`config.mk`:
```
export PLATFORM = sky130hd
export DESIGN_NAME = conn_event_generator
export DESIGN_NICKNAME = d
export VERILOG_FILES = /design/src/rtl/conn_event_generator.sv
export SDC_FILE = /design/constraint.sdc
export NUM_CORES = 1
export LEC_CHECK = 0
export ABC_AREA = 1
export CAP_MARGIN = 0
export CORE_MARGIN = 3
export CORE_UTILIZATION = 61
export CTS_BUF_LIST = sky130_fd_sc_hd__clkbuf_4
export DETAILED_ROUTE_END_ITERATION = 10
export GPL_TIMING_DRIVEN = 0
export HOLD_SLACK_MARGIN = 0.02
export PLACE_DENSITY = 0.82
export RECOVER_POWER = 100
export SETUP_SLACK_MARGIN = 0.05
export SYNTH_ARGS = -nofsm -noshare
export SYNTH_HDL_FRONTEND = slang
export SYNTH_SLANG_ARGS = --single-unit
```
`constraint.sdc`:
```
create_clock -name clk -period 4.51 [get_ports clk]
set_clock_uncertainty 0.05 [all_clocks]
set_input_delay 0.6765 -clock clk [delete_from_list [all_inputs] [get_ports clk]]
set_output_delay 0.6765 -clock clk [all_outputs]
set_load 0.01 [all_outputs]
```
`src/rtl/conn_event_generator.sv`:
```
// Buffers filtered aging-info pulses and emits sequenced 64-bit event words; EVTGEN_STATS_EN enables the event/drop counters.
// Latency: pulse at t -> event_valid at t+3; input has no back-pressure, so overflow drops and counts.
module conn_event_generator #(
    parameter int w_agingInfo  = 40,
    parameter int w_event      = 64,
    parameter int w_timestamp  = 8,
    parameter int w_seq        = 16,
    parameter int d_evtBuf     = 4,
    parameter int words_evtBuf = 16
) (
    input  logic                   clk,
    input  logic                   reset,
    input  logic                   agingInfo_valid,
    input  logic [w_agingInfo-1:0] agingInfo,
    input  logic [w_timestamp-1:0] cur_timestamp,
    output logic                   event_valid,
    output logic [w_event-1:0]     event_data,
    input  logic                   event_ready,
    output logic                   evtBuf_full,
    output logic [31:0]            cnt_event,
    output logic [15:0]            cnt_drop
);

    localparam int W_ENT = w_timestamp + 33;

    typedef enum logic [1:0] {IDLE, LOAD, SEND} state_t;

    state_t               state_q;
    logic [W_ENT-1:0]     mem_q [words_evtBuf];
    logic [W_ENT-1:0]     rd_dat_q;
    logic [d_evtBuf-1:0]  wr_ptr_q;
    logic [d_evtBuf-1:0]  rd_ptr_q;
    logic [d_evtBuf:0]    count_q;
    logic [d_evtBuf:0]    count_d;
    logic                 full_q;
    logic                 event_valid_q;
    logic [w_event-1:0]   event_data_q;
    logic [w_seq-1:0]     seq_q;
    logic                 info_hit;
    logic                 wrreq;
    logic                 rdreq;
    logic                 unused_bits;

    // Full is the registered flag, so a same-cycle read never frees a slot for the write.
    assign info_hit = agingInfo_valid && (agingInfo[15:8] != 8'h00);
    assign wrreq    = info_hit && !full_q;
    assign rdreq    = (state_q == IDLE) && (count_q != '0);
    assign count_d  = count_q + (d_evtBuf+1)'(wrreq) - (d_evtBuf+1)'(rdreq);

    assign unused_bits = ^{agingInfo[39:33], rd_dat_q[23:16]};

    always_ff @(posedge clk) begin
        if (wrreq) begin
            mem_q[wr_ptr_q] <= {cur_timestamp, agingInfo[32:0]};
        end
        if (rdreq) begin
            rd_dat_q <= mem_q[rd_ptr_q];
        end
    end

    always_ff @(posedge clk) begin
        if (reset) begin
            wr_ptr_q <= '0;
            rd_ptr_q <= '0;
            count_q  <= '0;
            full_q   <= 1'b0;
        end else begin
            if (wrreq) wr_ptr_q <= wr_ptr_q + d_evtBuf'(1);
            if (rdreq) rd_ptr_q <= rd_ptr_q + d_evtBuf'(1);
            count_q <= count_d;
            full_q  <= (count_d == (d_evtBuf+1)'(words_evtBuf));
        end
    end

    always_ff @(posedge clk) begin
        if (reset) begin
            state_q       <= IDLE;
            event_valid_q <= 1'b0;
            event_data_q  <= '0;
            seq_q         <= '0;
        end else begin
            case (state_q)
                IDLE: begin
                    if (count_q != '0) state_q <= LOAD;
                end
                LOAD: begin
                    event_data_q  <= {seq_q, rd_dat_q[15:8], rd_dat_q[W_ENT-1 -: w_timestamp],
                                      rd_dat_q[7:0], 15'd0, rd_dat_q[32:24]};
                    event_valid_q <= 1'b1;
                    state_q       <= SEND;
                end
                SEND: begin
                    if (event_ready) begin
                        event_valid_q <= 1'b0;
                        seq_q         <= seq_q + w_seq'(1);
                        state_q       <= IDLE;
                    end
                end
                default: state_q <= IDLE;
            endcase
        end
    end

    assign event_valid = event_valid_q;
    assign event_data  = event_data_q;
    assign evtBuf_full = full_q;

`ifdef EVTGEN_STATS_EN
    logic [31:0] cnt_event_q;
    logic [15:0] cnt_drop_q;

    always_ff @(posedge clk) begin
        if (reset) begin
            cnt_event_q <= '0;
            cnt_drop_q  <= '0;
        end else begin
            if ((state_q == SEND) && event_ready) cnt_event_q <= cnt_event_q + 32'd1;
            if (info_hit && full_q && (cnt_drop_q != 16'hFFFF)) cnt_drop_q <= cnt_drop_q + 16'd1;
        end
    end

    assign cnt_event = cnt_event_q;
    assign cnt_drop  = cnt_drop_q;
`else
    assign cnt_event = '0;
    assign cnt_drop  = '0;
`endif

endmodule

```
**After elaboration in Yosys (flattened, before gate mapping)**

Memory sizes are Yosys's and may differ from the RTL's. A register that Yosys moved wholly into a read port is not among the register bits.
Cells that the tools add are included.

- Input bits: 52
- Flip-flop bits (word level): 82
- Output and inout bits: 114
- RAM bits: 656
- Logic and storage cells: 37
- Memories: 1

- Add/subtract/negate cells: 5
- Reductions and logical operators: 11
- Eq/ne operators: 5
- Multiplexer cells: 7

Memory list:

| memory | depth | bits a word | read ports | clocked after memory_dff | wr ports | RTL line | text |
|---|---|---|---|---|---|---|---|
| mem_q | 16 | 41 | 1 | 1 | 1 | 29 | `logic [W_ENT-1:0] mem_q [words_evtBuf];` |

Operators by type and width:

| cell | number |
|---|---|
| $add 16x1->16 const B | 1 |
| $add 4x1->4 const B | 2 |
| $reduce_bool 8->1 | 1 |
| $pmux 2 s3 | 1 |
| $reduce_and 2->1 | 3 |
| $add 5x1->5 | 1 |
| $eq 5x5->1 const B | 1 |
| $reduce_bool 5->1 | 1 |
| $sub 5x1->5 | 1 |
| $mux 2 | 2 |
| $logic_and 1x1->1 | 3 |
| $mux 1 | 3 |
| $eq 2x1->1 const B | 1 |
| $eq 2x2->1 const B | 1 |
| $logic_not 2->1 | 1 |
| $ne 2x1->1 const B | 1 |
| $ne 2x2->1 const B | 1 |
| $pmux 1 s2 | 1 |
| $reduce_bool 2->1 | 1 |
| $logic_not 1->1 | 1 |

**Longest topological paths before layout**

- Depth in word-level cells: 6
- Depth in mapped cells: 15

**Least setup slack after synthesis**

OpenSTA, ideal clock, no wires.

- Path type: register to register
- Start point: register count_q[2]
- End point: register full_q, in the netlist evtBuf_full
- Cell stages (with the launch flop): 16
- Setup slack: 1.348 ns
- Buffers on the path: 0
- Arrival time: 2.992 ns
- Library setup time: 0.120 ns
- Cell sequence: dfxtp_1 inv_1 ha_1 nand3b_1 nand3b_1 inv_1 ha_1 inv_1 ha_1 inv_1 fa_1 nand3b_1 nand2_1 a21oi_1 o21ai_0 nor2_1

- Word-level cells in the longest chain between the ends: 4

Ends and longest elaborated chain:

| item | RTL line | text |
|---|---|---|
| start, declared | 33 | `logic [d_evtBuf:0] count_q;` |
| start signal, assigned | 70 | `count_q <= count_d;` |
| $reduce_bool 5->1 | 47 | `assign rdreq = (state_q == IDLE) && (count_q != '0);` |
| $logic_and 1x1->1 | 47 |  |
| net rdreq | 41 | `logic rdreq;` |
| $sub 5x1->5 | 48 | `assign count_d = count_q + (d_evtBuf+1)'(wrreq) - (d_evtBuf+1)'(rdreq);` |
| $eq 5x5->1 | 71 | `full_q <= (count_d == (d_evtBuf+1)'(words_evtBuf));` |
| end signal, assigned | 71 |  |
| end, declared | 35 | `logic full_q;` |

The timed path passes the listed nets, and every way through them passes these cells.
A chain may end at the register's enable or synchronous reset.

**Final worst setup path**

- Start point: input port agingInfo[12]
- End point: memory mem_q[0][32] (netlist bit), enable pin

- Word-level cells in the longest chain between the ends: 5

Ends and longest elaborated chain:

| item | RTL line | text |
|---|---|---|
| start, declared | 14 | `input logic [w_agingInfo-1:0] agingInfo,` |
| $reduce_bool 8->1 | 45 | `assign info_hit = agingInfo_valid && (agingInfo[15:8] != 8'h00);` |
| $logic_and 1x1->1 | 45 |  |
| $logic_and 1x1->1 | 46 | `assign wrreq = info_hit && !full_q;` |
| $mux 1 | 53 | `if (wrreq) begin` |
| $mux 1 (not written as such) | 54 | `mem_q[wr_ptr_q] <= {cur_timestamp, agingInfo[32:0]};` |
| end, declared | 29 |  |

No other way between the ends.

==> metrics.yaml <==
outcome:
  status: "finished, violations left"
  violations: "max-capacitance violations, max-slew violations"
die:
  num_rows: 74
  die_w_um: 210.1
  coreArea_um2: 41020
  die_h_um: 210.1
  ios: 166
  start_util: 0.6198
  dieArea_um2: 44160
critical_path:
  r2r_cells: 8
  endpoint_kind: "flop"
  cp.buffers_inverters: 3
  crit_slowest_cell: "nor2_2"
  arrival_ns: 4.53
  cp-start-kind: "primary input"
  required_ns: 4.99
  crit_fanout: 21
  crit_type: "primary input to flop"
  max_stage_delay_ns: 1.41
  crit_chain: "dlygate4sd3_1, nor2_1, nand4_1, nand2_1, inv_1, nand2_1, nor2_2, buf_16"
  reg2reg_to: "rd_dat_q[34]"
  r2r_slack_ns: 1.09
  worst_path_most_repeated_cell: "nand2_1"
  worstReg2RegStart: "rd_ptr_q[0]"
  cp_top_family: "simple AND/OR/NAND/NOR gates"
routing:
  drc: 0
  firstDrtPassIters: 8
  routedWlPerCell_um: 23.39
  vias: 18750
  routed_wl_um: 72440
  antenna_left: 0
  viasPerCell: 6.054
  first_iter_violations: 2922
timing:
  rsz0062_at_grt: "false"
  final_hold_viol_count: 0
  finalCritPeriodShare: 0.8973
  tightest_slew_ns: 1.846
  min_period_ns: 4.047
  maxSlewViolCount: 109
  report.final.setup_viol: 0
  fin_ws_ns: 0.4630
  slew_headroom: -0.2318
  max_freq_mhz: 247.1
cells_and_area:
  area_delta_synth_final_pct: 16.08
  fillers: 2581
  drive_gt1_frac: 0.1435
  stdcell_area_um2: 29510
  nets: 2539
min_path:
  whs_path_depth: 2
  hp-start: "reset"
  min_path_type: "primary input to flop"
  hold_end: "event_valid"
flow_run:
  max_cap_viol_count: 7
logic_synthesis:
  async_flop_share: 0
  yosys.area.top_type: "edfxtp_1"
  ys_top_cells_by_area: "edfxtp_1 66%, dfxtp_1 6.5%, nand2_1 5.8%, nor2_1 4.9%, o21ai_0 4.4%"
  syn_avg_cell_area_um2: 11.81
  synth_ff_type: "edfxtp_1"
  synth.most_common_cell: "edfxtp_1"
  syn-cell-area_um2: 25420
  yosysSeqAreaShare: 0.7272
  ys_types: 27
  ys_warn_count: 0
  synth_common_cells: "561 x edfxtp_1, 395 x nand2_1, 333 x nor2_1, 221 x o21ai_0, 115 x a21oi_1"
  synth_seq_cells: 643
  synth_top_area_share: 0.6627
  synth_edf_count: 561
  netlist_instances: 2153
global_route:
  met1_usage: 0.4062
  grt_max_degree: 38
  grt_util_met2: 0.5113
  grt_usage: 0.3246
  grt-busiest-layer: "met2"
  grt_pass1_vias: 18360
  antenna_found_initial: 4
  use_met3: 0.09123
  gr-total-overflow: 0
  grt_pass1_wl_um: 106300
clocking:
  cts_buffer_depth: 3
  clock-sinks: 643
  path_clk_slew_ns: 0.07
  numCtsBuffers: 154
  cts-root-buf: "clkbuf_4"
  insertion_delay_ns: 0.88
  cts_max_level: 4
  cts_resized: 0
  postCtsSetupRepairBufs: 0
  postCtsHoldBufs: 0
  cts_tree: "built"
placement:
  dp_hpwl_um: 46070
  dp_worst_setup_slack_ns: 0.3434
  routabilityCongestion: 0.9169
  portBuffers: 86
  post_dp_cell_area_um2: 27700
power:
  power_w: 0.01642
  vdd_drop_max_v: 0.0002280
  leakagePower_nw: 11.00
  p_per_area_nw_per_um2: 556.3
registers in the layout, indices dropped and copies added (netlist names):
name and cells:
count_q 5, event_data 49, event_valid 1, evtBuf_full 1, mem_q 528, rd_dat_q 33, rd_ptr_q 4, seq_q 16
state_q 2, wr_ptr_q 4
cells by family after synthesis:
logic type               synth area share
other                           0.0001475
buffers and inverters             0.04730
adder cells (fa/ha/maj)          0.006693
XOR/XNOR                         0.002412
AO/OA/AOI/OAI                     0.09031
flip-flops                         0.7272
AND/OR/NAND/NOR                    0.1259
per-layer routing:
layer | share of wire | up-vias
li1 | - | 8118
met3 | 0.14 | 351
met1 | 0.33 | 8638
met2 | 0.46 | 1639
met4 | 0.061 | 4
met5 | 0.00095 | -
how the worst max path moves through the flow:
stage / depth (start not counted) / slack, ns / start / to
6_report: 8 / 0.46 / agingInfo[12] / mem_q[0][32]
5_1_grt: 8 / 0.46 / agingInfo[12] / mem_q[2][26]
4_1_cts: 15 / 0.69 / count_q[3] / count_q[4]
3_5_place_dp: 8 / 0.34 / agingInfo[12] / mem_q[2][32]
3_3_place_gp: 7 / -1.60 / agingInfo[12] / mem_q[3][32]
2_1_floorplan: 15 / 1.35 / count_q[2] / evtBuf_full
final cells by class:
cell class,instances,area [um^2],area share
Antenna cell,1,2.502,0.00008480
Buffer,182,1008,0.03417
Clock buffer,218,1637,0.05546
Clock inverter,28,270.3,0.009158
Inverter,48,180.2,0.006105
Multi-Input combinational cell,1342,6000,0.2033
Sequential cell,643,18490,0.6265
Tap cell,532,665.6,0.02256
Timing Repair Buffer,103,1260,0.04269
layout by cell type, fill, tap and decap left out, types with 63 or more instances in the layout:
cell type      Yosys  routed
a21oi_1          115     115
buf_4             75      74
clkbuf_4           0     218
conb_1             1      63
dfxtp_1           82      82
dlygate4sd3_1      0      84
edfxtp_1         561     561
nand2_1          395     395
nand3_1           76      76
nor2_1           333     323
o21ai_0          221     223
report_power, final:
group	switching (W)	internal, W	leakage [nW]
clock network	0.00224	0.00249	1.13
logic	0.00314	0.00121	4.11
registers	0.000199	0.00713	5.76
metrics by stage:
stage          utilization  hold slack (ns)  setup TNS, ns  instances
2_1_floorplan            -           0.3942              0       2215
3_3_place_gp        0.6627           0.4022        -683.44       2833
3_5_place_dp        0.6752           0.4111              0       2849
4_1_cts             0.7217           0.2120              0       3095
5_1_grt             0.7195           0.2569              0       3097
6_report            0.7195           0.2429              0       3097
Power figures use the tool's default switching activity.
==> patch (same settings) <==
Re-encode `state_t` (3 states) as one-hot, 3 bits wide.
--- a/src/rtl/conn_event_generator.sv
+++ b/src/rtl/conn_event_generator.sv
@@ -24,5 +24,5 @@
     localparam int W_ENT = w_timestamp + 33;
 
-    typedef enum logic [1:0] {IDLE, LOAD, SEND} state_t;
+    typedef enum logic [2:0] {IDLE = 3'b001, LOAD = 3'b010, SEND = 3'b100} state_t;
 
     state_t               state_q;
Formal check against the unedited RTL: no difference found for any inputs over 4 cycles, from zero or initial values and one cycle with reset high; so few cycles prove little.
==> patch against the original RTL <==
The run still ends with capacitance limit, slew limit left. Register-to-register slack lost 0.66 ns. Wire length grew 7.5%. Final cell count grew 4.9%. Combinational power grew 5.7%. Synthesized cell count grew 5.3%. Setup slack lost 0.037 ns. Design area grew 2.3%. Total power grew 2.0%. Sequential cell count grew 1. Critical path type is now register to register. Critical path depth grew 3. Area after synthesis grew 2.8%.
==> patch: results <==
metrics = {
    "status": {
        "status": "finished, violations left",
        "violations": "capacitance limit, slew limit",
    },
    "worst_setup_path": {
        "r2r_end": "rd_dat_q[33]",
        "slowest_stage": "clkinvlp_2",
        "cp_top_family": "buffers and inverters",
        "arrival_ns": 4.62,
    },
    "route": {
        "wl_um": 77900,
        "first_pass_iters": 9,
        "wl_met1_um": 25600,
        "vias": 20200,
    },
    "yosys": {
        "synth-xor-area-share_pct": 0.168,
        "synthAdderAreaFrac_pct": 0.651,
        "ys_top_cells_by_count": "561 x edfxtp_1, 492 x nor2_1, 267 x nand3_1, 186 x nand2_1, 172 x o21ai_0",
        "synthTopCellsByArea": "edfxtp_1 64%, nor2_1 7.1%, dfxtp_1 6.4%, nand3_1 5.1%, o21ai_0 3.3%",
        "yosysSeqAreaShare_pct": 70.8,
        "synth_compound_gate_area_share_pct": 6.88,
    },
    "final_layout": {
        "buffers": 301,
        "area_delta_synth_final_pct": 15.6,
        "clkCellAreaFrac_pct": 6.79,
        "multi_input_area_um2": 6380,
        "antenna_cells": 4,
        "seq_area_share_pct": 61.3,
        "fill_cells": 2778,
        "clock_buffers": 230,
        "inv_count": 86,
        "seq_cell_count": 644,
    },
    "placed_design": {
        "post-dp-hpwl_um": 48600,
        "gp_congestion": 0.898,
        "post-place-ws_ns": 0.472,
        "numPortBuffers": 87,
        "dp.cells": 2971,
    },
    "min_path": {
        "hold-path-endpoint": "event_data[45]",
        "hold_path_class": "register to register",
        "min_from": "event_data[45]",
    },
    "global_routing": {
        "gr-usage-met3_pct": 10.5,
        "use_met2_pct": 53.2,
        "grt_max_degree": 37,
        "antenna_found_initial": 7,
        "grt.total_usage_pct": 34.2,
    },
    "clock_network": {
        "cts_buffers": 160,
    },
    "sta": {
        "drv_slew": 147,
    },
    "flow_run": {
        "cap_viol_max_count": 9,
    },
}
## patch: worst max path at each step
stage | startpoint | to | slack, ns | cells past startpoint
6_report | rd_ptr_q[0] | rd_dat_q[33] | 0.43 | 11
5_1_grt | agingInfo[9] | mem_q[12][5] | 0.34 | 8
4_1_cts | count_q[2] | evtBuf_full | 0.72 | 12
3_5_place_dp | agingInfo[8] | mem_q[4][32] | 0.47 | 8
3_3_place_gp | agingInfo[8] | mem_q[13][38] | -1.38 | 7
2_1_floorplan | agingInfo_valid | mem_q[0][0] | 1.39 | 6
## patch: worst reg2reg max path, stage by stage (launching register included)
cell	delay, ns
dfxtp_1	0.34
clkbuf_1	0.58
clkinvlp_2	0.72
clkbuf_1	0.48
clkbuf_1	0.39
clkbuf_1	0.45
nor2_1	0.20
nor2_1	0.06
o21ai_1	0.09
nand3_1	0.13
nand3_1	0.15
nand2_1	0.14
## patch: report_power, final
part,internal [uW],switching [uW],total [uW]
Sequential,7020,140,7160
Clock,2670,2310,4980
Combinational,1210,3390,4600
